`config.mk`:
```
export PLATFORM = sky130hd
export DESIGN_NAME = dispense_unit
export DESIGN_NICKNAME = d
export VERILOG_FILES = /design/src/rtl/dispense_pkg.sv /design/src/rtl/dispense_timer.sv /design/src/rtl/dispense_unit.sv
export SDC_FILE = /design/constraint.sdc
export NUM_CORES = 1
export LEC_CHECK = 0
export ABC_AREA = 1
export BUFFER_PORTS_ARGS = -buffer_cell sky130_fd_sc_hd__buf_2
export CORE_ASPECT_RATIO = 1.1
export CORE_MARGIN = 10
export CORE_UTILIZATION = 25
export CTS_CLUSTER_SIZE = 12
export DETAILED_ROUTE_END_ITERATION = 6
export PLACE_DENSITY = 0.49
export SLEW_MARGIN = 20
export SYNTH_ARGS = -nofsm -noshare
export SYNTH_HDL_FRONTEND = slang
export SYNTH_HIERARCHICAL = 1
export SYNTH_SLANG_ARGS = --single-unit
```
`constraint.sdc`:
```
create_clock -name CLK -period 2.6 [get_ports CLK]
set_input_delay 0 -clock CLK [delete_from_list [all_inputs] [get_ports CLK]]
set_output_delay 0 -clock CLK [all_outputs]
set_load 0.01 [all_outputs]
```
`src/rtl/dispense_pkg.sv`:
```
// Shared state encodings and default sizing for the dispense actuator controller.
package dispense_pkg;

  typedef logic [2:0] state_t;

  localparam state_t S_IDLE  = 3'd0;
  localparam state_t S_RUN   = 3'd1;
  localparam state_t S_WAIT  = 3'd2;
  localparam state_t S_DONE  = 3'd3;
  localparam state_t S_FAULT = 3'd4;

  localparam int MOTOR_CYCLES_DEF = 8;
  localparam int TIMEOUT_DEF      = 32;
  localparam int CW_DEF           = 6;

endpackage

```
`src/rtl/dispense_timer.sv`:
```
// Cycle counter with synchronous clear, count enable and terminal-value compare.
module dispense_timer #(
  parameter int CW = 6
) (
  input  logic          clk,
  input  logic          rst,
  input  logic          clr,
  input  logic          en,
  input  logic [CW-1:0] term,
  output logic          at_term
);

  logic [CW-1:0] count;

  always_ff @(posedge clk) begin
    if (rst || clr)
      count <= '0;
    else if (en)
      count <= count + CW'(1);
  end

  assign at_term = (count == term);

endmodule

```
`src/rtl/dispense_unit.sv`:
```
// Dispense actuator controller: runs the motor for a fixed time, then waits for the
// drop sensor and reports completion or a jam/timeout fault.
module dispense_unit
  import dispense_pkg::*;
#(
  parameter int MOTOR_CYCLES = MOTOR_CYCLES_DEF,
  parameter int TIMEOUT      = TIMEOUT_DEF,
  parameter int CW           = CW_DEF
) (
  input  logic CLK,
  input  logic RST,
  input  logic FD,
  input  logic DROP,
  input  logic CLR,
  output logic MOTOR,
  output logic BUSY,
  output logic DONE,
  output logic FAULT
);

  localparam logic [CW-1:0] RUN_TERM  = CW'(MOTOR_CYCLES - 1);
  localparam logic [CW-1:0] WAIT_TERM = CW'(TIMEOUT - 1);

  state_t        state;
  state_t        state_nx;
  logic          fd_q;
  logic          drop_seen;
  logic          req;
  logic          tmr_clr;
  logic          tmr_en;
  logic          tmr_at;
  logic [CW-1:0] tmr_term;

  assign req = FD & ~fd_q;

  // One timer serves both phases; the terminal value follows the current state.
  assign tmr_term = (state == S_RUN) ? RUN_TERM : WAIT_TERM;

  dispense_timer #(.CW(CW)) u_timer (
    .clk     (CLK),
    .rst     (RST),
    .clr     (tmr_clr),
    .en      (tmr_en),
    .term    (tmr_term),
    .at_term (tmr_at)
  );

  always_comb begin
    state_nx = state;
    tmr_clr  = 1'b0;
    tmr_en   = 1'b0;
    case (state)
      S_IDLE: begin
        if (req) begin
          state_nx = S_RUN;
          tmr_clr  = 1'b1;
        end
      end
      S_RUN: begin
        if (tmr_at) begin
          tmr_clr  = 1'b1;
          state_nx = (drop_seen || DROP) ? S_DONE : S_WAIT;
        end else begin
          tmr_en = 1'b1;
        end
      end
      S_WAIT: begin
        // A drop on the timeout cycle still counts as a successful dispense.
        if (DROP)
          state_nx = S_DONE;
        else if (tmr_at)
          state_nx = S_FAULT;
        else
          tmr_en = 1'b1;
      end
      S_DONE:  state_nx = S_IDLE;
      S_FAULT: begin
        if (CLR)
          state_nx = S_IDLE;
      end
      default: state_nx = S_IDLE;
    endcase
  end

  always_ff @(posedge CLK) begin
    if (RST) begin
      state     <= S_IDLE;
      fd_q      <= 1'b0;
      drop_seen <= 1'b0;
    end else begin
      state <= state_nx;
      fd_q  <= FD;
      if (state == S_IDLE && req)
        drop_seen <= 1'b0;
      else if (state == S_RUN && DROP)
        drop_seen <= 1'b1;
    end
  end

  assign MOTOR = (state == S_RUN);
  assign BUSY  = (state == S_RUN) || (state == S_WAIT);
  assign DONE  = (state == S_DONE);
  assign FAULT = (state == S_FAULT);

endmodule

```
## Word level (Yosys, flattened, before mapping)

Index checks and enable logic that the tools add are counted.

| storage, ports and cells | value |
|---|---|
| flip-flop bits (word level) | 11 |
| input port bits | 5 |
| output and inout port bits | 4 |
| word-level logic and storage cells | 38 |

| operators by class | value |
|---|---|
| add/sub/neg operators | 1 |
| eq/ne operators | 9 |
| multiplexer cells | 14 |
| bitwise logic cells | 2 |
| reductions and logical operators | 8 |

Operators with widths:

| cell | count |
|---|---|
| 3-bit two-way mux | 5 |
| 3-bit case mux with 4 select lines | 1 |
| 6-bit by 1-bit adder with 6-bit output, second input constant | 1 |
| 3-bit by 2-bit == test with 1-bit output, second input constant | 2 |
| 6-bit by 5-bit == test with 1-bit output | 1 |
| 1-bit two-way mux | 5 |
| 5-bit two-way mux | 1 |
| 2-bit inequality test, second input constant | 2 |
| 1-bit case mux with 2 select lines | 2 |
| 4-bit AND reduction | 1 |
| 3-bit by 1-bit == test with 1-bit output, second input constant | 1 |
| 3-bit == test, second input constant | 1 |
| 3-bit logical NOT | 1 |
| 1-bit logical OR | 3 |
| 3-bit inequality test, second input constant | 1 |
| 1-bit logical AND | 2 |
| 2-bit by 1-bit inequality test with 1-bit output, second input constant | 1 |
| 2-bit OR reduction | 1 |
| 1-bit bitwise AND | 1 |
| 1-bit NOT | 1 |

## Logic depth before layout (Yosys ltp)

Gate-level depths: netlist of the first run.

| depth | value |
|---|---|
| depth after elaboration | 6 |
| gate-level depth with buffers | 17 |
| depth with buffers taken out | 17 |

## By module

The synthesis of the first run kept the hierarchy.

Modules (own cells, without submodules):

| module | instances | cells an instance | area each (um^2) |
|---|---|---|---|
| dispense_timer | 1 | 62 | 384.1 |
| dispense_unit | 1 | 60 | 359.1 |

## Worst setup path after synthesis of the first run

No wires, ideal clock.

| timing | value |
|---|---|
| path type | register -> register |
| from | reg state[2] |
| to | reg u_timer.count[5] |
| data arrival time | 1.735 ns |
| data required time | 2.487 ns |
| path slack | 0.752 ns |
| stages on the path, launching flop included | 15 |
| path buffers | 0 |
| clock period less this slack | 1.848 ns |
| cell sequence | dfxtp_1 nor2_2 nand2_2 inv_1 or2_2 nand3_1 nor2_1 nor2_1 nand3_2 nand2_2 nand2_2 nor2_4 nand3_1 nand2_1 nor2_1 |

| on the way | value |
|---|---|
| word-level cells in the longest chain between the ends | 6 |

Ends and longest elaborated chain:

| what | RTL line | RTL |
|---|---|---|
| start, declared | dispense_unit.sv:24 | `state_t state;` |
| start signal, assigned | dispense_unit.sv:91 | `state <= state_nx;` |
| 3-bit by 1-bit == test with 1-bit output * | dispense_unit.sv:37 | `assign tmr_term = (state == S_RUN) ? RUN_TERM : WAIT_TERM;` |
| 5-bit two-way mux * | dispense_unit.sv:37 |  |
| net tmr_term[3] | dispense_unit.sv:32 | `logic [CW-1:0] tmr_term;` |
| 6-bit by 5-bit == test with 1-bit output * | dispense_timer.sv:22 | `assign at_term = (count == term);` |
| net tmr_at | dispense_unit.sv:31 | `logic tmr_at;` |
| 1-bit two-way mux * | dispense_unit.sv:60, dispense_unit.sv:71 |  |
| 1-bit two-way mux | dispense_unit.sv:69 | `if (DROP)` |
| 1-bit case mux with 2 select lines * | dispense_unit.sv:52 | `case (state)` |
| net tmr_en | dispense_unit.sv:30 | `logic tmr_en;` |
| end signal, assigned | dispense_timer.sv:19 | `count <= count + CW'(1);` |
| end, declared | dispense_timer.sv:13 | `logic [CW-1:0] count;` |

The timed path passes the listed nets; every way through them passes the cells marked *.
A chain may end at the register's enable or synchronous reset.

## Final worst setup path of the first run

| timing | value |
|---|---|
| from | reg state[2] |
| to | reg u_timer.count[4] |

The elaborated chain is that of the path after synthesis.

==> impl_summary.md, run 1 <==
Critical path
The worst setup path is captured at a flip-flop. Along the worst path, the maximum fanout reaches 8. The start point of the critical path is state[2]. STA puts the critical path data arrival time at 2.23 ns. The worst setup path category is flip-flop to flip-flop. STA classifies the critical path startpoint as a flip-flop.

The required arrival time at the worst endpoint is 2.77 ns. The launch instance of the worst register-to-register path is state[2].

Layout
The library cells used most frequently in the layout, excluding fill and tap cells, are sky130_fd_sc_hd__nand2_1 (28), sky130_fd_sc_hd__nor2_1 (22), sky130_fd_sc_hd__inv_1 (17), sky130_fd_sc_hd__dfxtp_1 (11), sky130_fd_sc_hd__buf_2 (8). Compared with the post-synthesis result, the final layout area differs by 19.7%. 0 antenna diodes ended up in the layout.

The design area is 890 um^2. The library cell used most frequently in the layout, excluding fill and tap cells, is sky130_fd_sc_hd__nand2_1. In the final layout, the share of cells above drive strength 1 is 22.0%. In the final design database the tool counted 148 nets.

Die
The die covers 5560 um^2. The width of the die is 72.0 um. Once the floorplan was initialized, standard cells occupied 26.5% of the core. The total core area is 2800 um^2.

The height of the die is 77.2 um. The number of top-level pins is 9. Row generation in the floorplan step produced 20 rows.

GRT
The largest net degree at the start of global routing is 9. For this run, the total global-route usage over all layers was measured as 6.09%. The first global-routing pass estimated 2.84 mm of wire. The global-route track usage on met3 is 2.06%. The global routing met2 resource utilization is 9.45%. The number of global-route vias before repair is 708.

The layer with the highest usage after global routing is met2. For this run, global-route usage on met1 was measured as 7.21%. The leftover overflow at the end of global routing is 0. The initial antenna violation count is 0.

Pwr
The analysis attributes to net switching a power of 419 uW. Net switching is 49.2% of the power. The clock network power share is 14.0%. In this run the static leakage power is 0.000462 uW. The share of total power dissipated in combinational logic is 56.9%. The ratio of total power to cell area is 957 nW/um^2.

The internal portion of the total power is 432 uW. Registers are responsible for 29.2% of the overall power. The worst-case IR drop observed on VDD is 0.000571 V.

Placement
The post-place instance area is 843 um^2. The total half-perimeter wirelength after legalization and detailed placement is 1.23 mm. Input and output buffers added on the ports amount to 8.

At the end of routability-driven placement, the weighted congestion stood at 0.739.

Synthesis
Counting flops and latches in the post-synthesis netlist gives 11. In this run the cell area of the synthesized design comes to 743 um^2. In the post-synthesis netlist, the biggest area contributors are sky130_fd_sc_hd__dfxtp_1 (30%), sky130_fd_sc_hd__nand2_1 (14%), sky130_fd_sc_hd__nor2_1 (11%), sky130_fd_sc_hd__inv_1 (8.6%), sky130_fd_sc_hd__nor2_4 (4.5%). The netlist uses 21 different library cells. sky130_fd_sc_hd__dfxtp_1 takes more of the synthesized area than any other cell.

Yosys printed 6 warnings. The cell count after synthesis came out at 122. A synthesized cell averages 6.09 um^2.

The share of synthesized area in the top cell type comes to 29.6%. The register area share after synthesis is 29.6%.

Timing
In the finished design, the share of the clock period the worst path needs comes to 79.1%. The setup violation total in the final timing report is 0. The worst path needs 2.06 ns of the cycle, external delays included. The number of max-slew violations in the final report is 0. The number of hold-slack violations in the final timing report is 0. The setup TNS is 0 ns. Setup repair after global routing left no endpoint under its margin. Derived from the worst setup path, the maximum achievable clock frequency is 486 MHz. Between clock sinks in the finished design, the worst skew comes to 0.00396 ns.

Detailed routing
The wire length after detailed routing is 1.52 mm. The detailed-router iteration count before antenna repair is 4. The average vias per placed instance is 4.11. The post-detailed-route count of antenna-violating nets is 0. Across all layers, the routed design uses 715 vias.

In the routed design, unresolved DRC markers number 0. The detailed-route wire length per cell is 8.74 um. The number of DRC violations after detailed-routing iteration 0 is 25.

Clocking
After clock tree synthesis, the clock-pin slew on the worst setup and hold paths is 0.07 ns. The clock net sink count is 11. The count of cells resized by post-cts repair is 0. Once the clock tree was built, the setup fixing pass inserted 0 buffers. In this run the number of H-tree levels came out at 1. The clock tree from TritonCTS is built.

The insertion delay to the later sink of the worst-skew pair is 0.27 ns. The maximum clock insertion buffer count is 2. The cell chosen for the clock root is sky130_fd_sc_hd__clkbuf_4. The number of buffers inserted during clock tree synthesis is 3. The count of hold-fix buffers inserted at cts is 2.

Worst hold path
The worst hold-check path type is primary input to flip-flop. The startpoint identified for the worst hold timing path is DROP.

Status
The flow ran to the end, and the final reports show no timing, DRC or antenna violations.

Run
The tool flagged a number of max-cap violations equal to 0.
## area by class of cell
cell class                      count  area [um^2]
Multi-Input combinational cell     95          463
Tap cell                           33         41.3
Inverter                           21         78.8
Clock buffer                        4         26.3
Fill cell                         334         1910
Sequential cell                    11          220
Timing Repair Buffer               10         60.1
## metrics by stage
stage	std cells	util, %	power [uW]	worst slack, ns	hold WS (ns)
after global placement	168	30.1	731	0.585	0.213
final	174	31.7	851	0.542	0.0373
after detailed placement	168	30.1	739	0.547	0.229
after CTS	174	31.7	863	0.528	0.0309
after floorplan	127	-	629	0.752	0.0712
after global routing	174	31.7	955	0.315	0.0939
## worst max-delay path, stage by stage (launching register included)
cell and delay, ns:
sky130_fd_sc_hd__dfxtp_1 0.45, sky130_fd_sc_hd__nor2_2 0.09, sky130_fd_sc_hd__nand2_2 0.14, sky130_fd_sc_hd__inv_1 0.07, sky130_fd_sc_hd__or2_2 0.27, sky130_fd_sc_hd__nand3_1 0.09
sky130_fd_sc_hd__nor2_1 0.06, sky130_fd_sc_hd__nor2_1 0.12, sky130_fd_sc_hd__nand3_2 0.08, sky130_fd_sc_hd__nand2_2 0.18, sky130_fd_sc_hd__nand2_1 0.09, sky130_fd_sc_hd__nor2_2 0.15
sky130_fd_sc_hd__nand2_1 0.07, sky130_fd_sc_hd__nand2_1 0.06, sky130_fd_sc_hd__nor2_1 0.04
## power groups by stage
stage,logic [uW],registers [uW],clock network [uW]
after floorplan,386,243,0
after global placement,479,252,0
after detailed placement,487,252,0
after CTS,492,248,122
after global routing,568,256,132
final,484,248,119
## state kept, by name, summed over array words and instances, names as in the netlist
signal and cells:
fd_q 1, u_timer/count 6, state 3, drop_seen 1
## layer usage
layer | wire, um | vias up
li1 | - | 400
met2 | 702 | 11
met5 | 0 | -
met4 | 25 | 0
met3 | 68 | 4
met1 | 724 | 300
## final timing paths
check                          end  slack [ns]  cells past startpoint
hold reg to reg          drop_seen        0.48                      2
setup / recovery  u_timer/count[4]        0.54                     14
setup reg to reg  u_timer/count[4]        0.54                     14
hold / removal           drop_seen        0.04                      3
## cell families (layout without fill, tap and decap cells)
logic type,Yosys count,after routing,share of synthesized area [%]
AOI/OAI and AO/OA,10,10,7.41
xor gates and xnor gates,1,1,1.18
adders and majority gates,1,1,1.68
buffers and inverters,21,35,10.6
DFF,11,11,29.6
other,2,7,1.01
and+or+nand+nor,76,76,48.5
## Yosys cell counts
cell and n:
sky130_fd_sc_hd__a21oi_1 5, sky130_fd_sc_hd__a21oi_2 1, sky130_fd_sc_hd__clkinv_1 1, sky130_fd_sc_hd__conb_1 2, sky130_fd_sc_hd__dfxtp_1 11, sky130_fd_sc_hd__ha_1 1, sky130_fd_sc_hd__inv_1 17, sky130_fd_sc_hd__inv_2 3
sky130_fd_sc_hd__nand2_1 28, sky130_fd_sc_hd__nand2_2 5, sky130_fd_sc_hd__nand3_1 6, sky130_fd_sc_hd__nand3_2 2, sky130_fd_sc_hd__nor2_1 22, sky130_fd_sc_hd__nor2_2 5, sky130_fd_sc_hd__nor2_4 3, sky130_fd_sc_hd__nor3_1 4
sky130_fd_sc_hd__o21ai_0 2, sky130_fd_sc_hd__o21ai_1 1, sky130_fd_sc_hd__o22ai_1 1, sky130_fd_sc_hd__or2_2 1, sky130_fd_sc_hd__xnor2_1 1
No activity file was read; power rests on OpenSTA's default activity.
==> inputs of run 2 (changes only) <==
ABC_AREA = 0   (was 1)
clock period = 1.9 ns   (was 2.6 ns; I/O delays follow)
==> run 2 against run 1 <==
  * Sequential power rose by 8%
  * Final cell count fell by 20%
  * Non-clock buffer count rose by 13
  * First-iteration DRC count rose by 36%
  * Register-to-register slack got worse by 0.49 ns
  * Wire length fell by 1.3%
  * Critical path type unchanged
  * Clock-buffer cell count did not move
  * Critical path depth fell by 2
  * Clock power rose by 38%
==> impl_summary.md, run 2 <==
Critical path
The worst setup path is captured at a flip-flop. The largest stage delay on the critical path is 0.38 ns (-0.07 ns). Walking the worst path, the cells encountered are nand2b_4 > nor2_4 > inv_2 > xnor2_1 > nand4_1 > nor3_2 > nor2_2 > o21ai_4 > inv_4 > nand4_4 > or3_4 > a21oi_2. The worst setup path is launched from a flip-flop. The worst setup path is of the flip-flop to flip-flop kind. The data arrival time of the critical path is 2.06 ns (-0.17 ns). The cell with the largest stage delay on the worst path is sky130_fd_sc_hd__or3_4. The required arrival time at the worst endpoint is 2.11 ns (-0.66 ns). The peak fanout along the critical path is 4 (-4).

Detailed routing
The detailed-route wire length per cell is 10.8 um (+24%). The wire length after detailed routing was 1.50 mm (-1.3%). The average vias per placed instance is 4.45 (+8.4%). The post-detailed-route count of antenna-violating nets is 0 (unchanged). The detailed-router iteration count before antenna repair came to 4 (unchanged). The final routed DRC violation total is 0 (unchanged). The total vias in the final route is 619 (-13%).

The number of DRC violations after detailed-routing iteration 0 came to 34 (+36%).

Timing
The time the worst path needs with I/O delays and setup is 1.85 ns (-0.210 ns). The fmax was 541 MHz (+11%). The final worst clock skew came to 0.00449 ns (+0.000527 ns). The setup TNS is 0 ns (unchanged). The worst setup margin is 0.0518 ns (-0.490 ns). The setup violation total in the final timing report is 0 (unchanged). The number of max-slew violations in the final report is 0 (unchanged). Setup repair after global routing could not meet its margin everywhere. The number of hold-slack violations in the final timing report is 0 (unchanged). The final period utilization is 97.3% (+18 points).

Placement
The placer congestion estimate came to 0.712 (-3.6%). The total half-perimeter wirelength after legalization and detailed placement was 1.11 mm (-9.8%). The pre-CTS setup slack is -0.000351 ns (-0.547 ns).

The count of buffers inserted at the top-level ports came to 8 (unchanged).

Synthesis
The cell type contributing the most total cell area after synthesis is sky130_fd_sc_hd__dfxtp_1. The count of flip-flops with a built-in enable after synthesis came to 0 (unchanged). The area share of the largest cell type after synthesis is 33.5% (+3.8 points). The flip-flop cell with the highest count after synthesis is sky130_fd_sc_hd__dfxtp_1. The synthesized area per cell was 7.93 um^2 (+30%). The number of instances in the synthesized netlist was 83 (-32%). The async set or reset register ratio after synthesis is 0% (unchanged).

The number of warnings issued by yosys was 6 (unchanged). The post-synthesis cell type count is 30 (+43%). The flop and latch count out of synthesis came to 11 (unchanged). By area the synthesized netlist is led by sky130_fd_sc_hd__dfxtp_1 (33%), sky130_fd_sc_hd__xnor2_1 (6.7%), sky130_fd_sc_hd__xor2_1 (6.7%), sky130_fd_sc_hd__a21oi_1 (6.1%), sky130_fd_sc_hd__nor2_1 (5.7%).

After synthesis, the most frequently instantiated cells are sky130_fd_sc_hd__dfxtp_1 (11), sky130_fd_sc_hd__nor2_1 (10), sky130_fd_sc_hd__a21oi_1 (8). The register area share after synthesis is 33.5% (+3.8 points). The most common cell in the synthesized netlist is sky130_fd_sc_hd__dfxtp_1. The total standard cell area after synthesis is 658 um^2 (-11%).

Die
The height of the die came to 73.8 um (-4.4%). The effective utilization at floorplan is 26.1% (-0.40 points). The number of top-level pins is 9 (unchanged). The total core area was 2520 um^2 (-10%). The total die area is 5090 um^2 (-8.4%). The number of core rows was 19 (-5.0%). The width of the die is 68.9 um (-4.3%).

Status
The flow ran to the end, and the final reports show no timing, DRC or antenna violations.

Run
The max-cap violation count is 0 (unchanged).

Layout
The share of post-route cells with drive strength above 1 is 35.2% (+13 points). The register with the highest flop count is u_timer/count. The end-of-flow core utilization came to 36.1% (+4.4 points). The most common cell after layout, fill and taps aside is sky130_fd_sc_hd__buf_4. In the final layout, the registers with the most flip-flops are u_timer/count: 6 flops, state: 3 flops. The final antenna diode count is 0 (unchanged). In the layout the commonest cells are sky130_fd_sc_hd__buf_4 (12), sky130_fd_sc_hd__dfxtp_1 (9), sky130_fd_sc_hd__nor2_1 (8), sky130_fd_sc_hd__buf_2 (8), sky130_fd_sc_hd__a21oi_1 (7).

The number of flip-flops in the largest register came to 6 (unchanged). The total number of nets in the final design was 115 (-22%). The synthesis-to-layout area growth is 38.4%. The total of fill cells in the finished design is 285 (-15%).

Clocking
The number of levels the H-tree was split into is 1 (unchanged). The number of buffers inserted during clock tree synthesis was 3 (unchanged). The maximum clock insertion buffer count came to 2 (unchanged). Clock tree synthesis selected as its root buffer the cell sky130_fd_sc_hd__clkbuf_4. The clock net sink count is 11 (unchanged). The clock tree from TritonCTS is built.

The insertion delay to the later sink of the worst-skew pair is 0.27 ns (about the same). The clock-pin slew reported for the worst setup and hold paths after clock tree synthesis is 0.08 ns (about the same).

GRT
The total routing resource utilization after global routing is 6.39% (+0.30 points). The initial antenna violation count is 0 (unchanged). The number of global-route vias before repair is 585 (-17%). The largest net degree at the start of global routing came to 13 (+4).

The first-pass GRT wire length is 2.44 mm (-14%). The leftover overflow at the end of global routing came to 0 (unchanged).

Pwr
The static leakage came to 0.000392 uW (-15%). The peak ir drop on the vdd network is 0.000369 V (-35%). The ratio of total power to cell area is 870 nW/um^2 (-9.1%).

Worst hold path
The worst hold-check path type is primary input to flip-flop.
## run 2: changes by cell type after synthesis, sizes merged, moves of 2 or more
cell    previous run  this run
xnor2              1         5
nand2b             0         2
nand3              8         1
nand4              0         5
inv               20         5
nor2              30        10
xor2               0         5
a21oi              6         8
buf                0         3
nor3               4         6
nand2             33         5
## run 2: cells by family after synthesis
kind of cell               count (synthesis)  synth area share (%)
buffers and inverters                      9                  6.65
DFF                                       11                  33.5
muxes                                      1                  1.52
AOI/OAI and AO/OA                         13                  12.4
and+or+nand+nor                           36                  29.7
xor gates and xnor gates                  10                  13.3
adders and majority gates                  1                  1.90
other                                      2                  1.14
## run 2: path summary, 6_finish.rpt
kind	start	endpoint	slack, ns	cells after the start
worst min-delay path	CLR	state[2]	0.09	4
worst max-delay path	state[1]	u_timer/count[5]	0.05	12
worst min register to register	drop_seen	drop_seen	0.53	2
worst max register to register	state[1]	u_timer/count[5]	0.05	12
## run 2: routing by layer
metal,vias to the layer above,share of wire (%),track usage [%]
li1,327,-,-
met1,283,44,6.95
met2,7,48,10.1
met3,2,7.0,2.43
met4,0,0.87,3.95
met5,-,0,0
## run 2: critical path: cells and delay by family, from the launching register on
family / cells / cell delay, ns
flip-flops: 1 / 0.32
XOR/XNOR: 1 / 0.12
AND/OR/NAND/NOR: 7 / 1.02
AO/OA/AOI/OAI: 2 / 0.19
buffers and inverters: 2 / 0.13
## run 2: final cells by class
type                            count  area, um^2  area share [%]
Clock buffer                        4        26.3            2.88
Inverter                            5        21.3            2.34
Multi-Input combinational cell     65         442            48.5
Sequential cell                    11         223            24.5
Tap cell                           31        38.8            4.26
Timing Repair Buffer               23         160            17.6
## run 2: what timing repair did
item                                    in CTS  in global routing
endpoints found under the hold margin        4                  0
gates resized for setup                      0                  6
endpoints found under the setup margin       1                  4
setup buffers                                1                  3
pin swaps                                    1                  5
hold buffers                                 3                  0
## run 2: through the flow
| stage | std cells | total power (uW) | hold slack, ns | area (um^2) |
|---|---|---|---|---|
| global route | 139 | 858 | 0.0844 | 911 |
| finish | 139 | 792 | 0.0868 | 911 |
| detailed placement | 128 | 593 | 0.251 | 806 |
| global placement | 128 | 586 | 0.242 | 806 |
| CTS | 136 | 777 | 0.0715 | 870 |
| floorplan | 85 | 495 | 0.0667 | 692 |
## run 2: report_power, final
group          total (uW)  leakage [uW]  internal [uW]  switching [uW]
combinational         361      0.000287            183             178
clock                 164     0.0000150           81.2            83.0
sequential            267     0.0000901            252            15.1
total                 792      0.000392            516             276
==> inputs of run 3 (changes only) <==
CORE_AREA = 10 10 47 49   (was unset)
CORE_ASPECT_RATIO = unset   (was 1.1)
CORE_MARGIN = unset   (was 10)
CORE_UTILIZATION = unset   (was 25)
DIE_AREA = 0 0 57 59   (was unset)
PLACE_DENSITY = 0.78   (was 0.49)
SETUP_SLACK_MARGIN = 0.4   (was unset)
==> run 3 against run 2 <==
  * Global-route usage grew 2.8 points
  * Clock skew grew 0.0050 ns
  * Final cell count shrank 10%
  * Sequential power grew 3%
  * Non-clock buffer count grew 1
  * Core utilization grew 30 points
  * Sequential cell count is the same
  * Critical path depth is the same
  * Fmax shrank 0.97%
  * Clock power is essentially flat
  * Register-to-register slack lost 0.02 ns
==> impl_summary.md, run 3 (synthesis gave the netlist of run 2 again) <==
Status
The flow ran to the end, and the final reports show no timing, DRC or antenna violations.

Timing
The worst setup margin is 0.0338 ns (-0.0181 ns). The fmax is 536 MHz (-0.97%). The time the worst path needs with I/O delays and setup came to 1.87 ns (+0.0181 ns). The final period utilization is 98.2% (+0.95 points).

The setup violation total in the final timing report came to 0 (unchanged). Setup repair after global routing could not meet its margin everywhere. The number of max-slew violations in the final report is 0 (unchanged). The setup TNS was 0 ns (unchanged). The number of hold-slack violations in the final timing report is 0 (unchanged). The final worst clock skew is 0.00951 ns (+0.00503 ns).

Layout
In the final layout, the registers with the most flip-flops are u_timer/count: 6 flops, state: 3 flops. The library cells used most frequently in the layout, excluding fill and tap cells, are sky130_fd_sc_hd__buf_4 (12), sky130_fd_sc_hd__dfxtp_1 (9), sky130_fd_sc_hd__nor2_1 (8), sky130_fd_sc_hd__buf_2 (8). The final antenna diode count is 0 (unchanged). The number of flip-flops in the largest register came to 6 (unchanged).

The share of post-route cells with drive strength above 1 is 39.4% (+4.3 points). The design area was 931 um^2 (+2.2%). The library cell used most frequently in the layout, excluding fill and tap cells, is sky130_fd_sc_hd__buf_4. The register with the highest flop count is u_timer/count. The synthesis-to-layout area growth is 41.4%. The total number of nets in the final design is 116 (+0.87%). The number of standard cells in the layout, taps in and fillers out is 125 (-10%).

Worst hold path
The number of instances on the worst hold path came to 3 (-1). The end point of the most critical hold path is drop_seen. The worst hold path startpoint is DROP. The worst hold path belongs to the class primary input to flip-flop.

Detailed routing
The wire length after detailed routing is 1.58 mm (+5.3%). The average vias per placed instance is 5.01 (+12%). The detailed-route wire length per cell is 12.6 um (+17%). The post-detailed-route count of antenna-violating nets is 0 (unchanged). The detailed-router iteration count before antenna repair was 4 (unchanged). The final routed DRC violation total is 0 (unchanged). The number of DRC violations after detailed-routing iteration 0 is 17 (-50%). The total vias in the final route is 626 (+1.1%).

Clocking
The number of levels the H-tree was split into is 1 (unchanged). The maximum clock insertion buffer count is 2 (unchanged). The clock-pin slew reported for the worst setup and hold paths after clock tree synthesis is 0.08 ns (about the same). The insertion delay to the later sink of the worst-skew pair is 0.27 ns (about the same). The cell sitting at the root of the clock tree is a sky130_fd_sc_hd__clkbuf_4. The clock net sink count is 11 (unchanged). The number of buffers inserted during clock tree synthesis was 3 (unchanged). TritonCTS built the clock tree.

Critical path
The element type at the critical path end is a flip-flop. The launch instance of the worst register-to-register path is state[1]. The data arrival time of the critical path is 2.07 ns (about the same).

The largest individual stage delay along the critical path comes from the cell sky130_fd_sc_hd__or3_4. The length in cells of the worst reg-to-reg path is 12 (unchanged). The worst setup path is of the flip-flop to flip-flop kind. Traced cell by cell, the critical path runs through nand2b_4 > nor2_4 > inv_2 > xnor2_1 > nand4_1 > nor3_2 > nor2_2 > o21ai_4 > inv_4 > nand4_4 > or3_4 > a21oi_2. The reg-to-reg critical path endpoint is u_timer/count[5]. The largest stage delay on the critical path is 0.35 ns (-0.03 ns). The cell family contributing the most delay on the critical path is simple AND/OR/NAND/NOR gates.

The required arrival time at the worst endpoint is 2.10 ns (about the same). The number of buffers and inverters on the critical path is 2 (unchanged). The startpoint type of the worst setup path is a flip-flop. The reg2reg setup slack is 0.03 ns (-0.02 ns). The peak fanout along the critical path is 5 (+1).

GRT
The initial antenna violation count was 0 (unchanged). The largest net degree at the start of global routing is 13 (unchanged). The first-pass GRT wire length came to 2.61 mm (+7.1%). The total routing resource utilization after global routing was 9.14% (+2.8 points). The number of global-route vias before repair is 586 (+0.17%).

The leftover overflow at the end of global routing is 0 (unchanged).

Die
The height of the die was 59 um (-20%). The width of the die is 57 um (-17%). The total core area was 1400 um^2 (-44%). The number of core rows was 14 (-5). The effective utilization at floorplan was 47.0% (+21 points). The total die area is 3360 um^2 (-34%). The number of top-level pins is 9 (unchanged).

Placement
The count of buffers inserted at the top-level ports is 8 (unchanged). The pre-CTS setup slack is -0.0423 ns (-0.0420 ns). The number of placed cells counting well taps is 109 (-15%). The total half-perimeter wirelength after legalization and detailed placement is 1.04 mm (-6.1%). The post-place instance area is 757 um^2 (-6.1%). The placer congestion estimate is 0.832 (+17%).

Pwr
The static leakage is 0.000401 uW (+2.4%). The overall power of the completed layout is 855 uW (+7.9%). The peak ir drop on the vdd network is 0.000584 V (+58%). The ratio of total power to cell area was 918 nW/um^2 (+5.5%).

Run
The max-cap violation count is 0 (unchanged).
[run 3: changes by cell type in the layout (fill, tap and decap cells not counted), sizes merged]
cell	delta
buf	+2
dlygate4sd3	-1
[run 3: stage by stage]
stage,util (%),hold slack [ns]
4_1_cts,63.6,0.0676
5_1_grt,66.4,0.0963
3_3_place_gp,54.0,0.242
2_1_floorplan,-,0.0667
3_5_place_dp,54.0,0.259
6_report,66.4,0.0703
[run 3: worst max-delay path by stage]
stage | startpoint | end | cells past startpoint
floorplan | state[1] | u_timer/count[5] | 12
global placement | state[1] | u_timer/count[5] | 12
detailed placement | state[1] | u_timer/count[5] | 12
CTS | state[1] | u_timer/count[5] | 12
global route | state[1] | u_timer/count[5] | 12
finish | state[1] | u_timer/count[5] | 12
[run 3: tightest hold or removal path, stage by stage]
cell and delay (ns):
sky130_fd_sc_hd__buf_2 0.13, sky130_fd_sc_hd__a21oi_1 0.12, sky130_fd_sc_hd__nor3_1 0.05
[run 3: timing repair]
action / in CTS / in global routing
gates resized for setup: 6 / 5
hold buffers: 2 / 0
hold endpoints to repair: 3 / 0
endpoints found under the setup margin: 9 / 9
pin swaps: 11 / 8
setup buffers: 7 / 3
[run 3: metal layers]
metal / share of wire (%) / vias to the layer above / global-route usage [%]
met1: 43 / 283 / 11.0
li1: - / 327 / -
met3: 6.0 / 2 / 2.79
met2: 50 / 14 / 15.0
met5: 0 / - / 0
met4: 0.38 / 0 / 3.02
[run 3: report_power, final]
part	leakage, uW	internal, uW	switching [uW]
Clock	0.0000150	81.2	82.1
Sequential	0.0000901	252	23.5
Combinational	0.000296	226	189
[run 3: area by class of cell]
class | count | area, um^2
flip-flops and latches | 11 | 223
well taps | 16 | 20.0
multi-input cells | 65 | 459
clock buffers | 4 | 26.3
inverters | 5 | 21.3
fillers | 112 | 470
repair buffers | 24 | 181
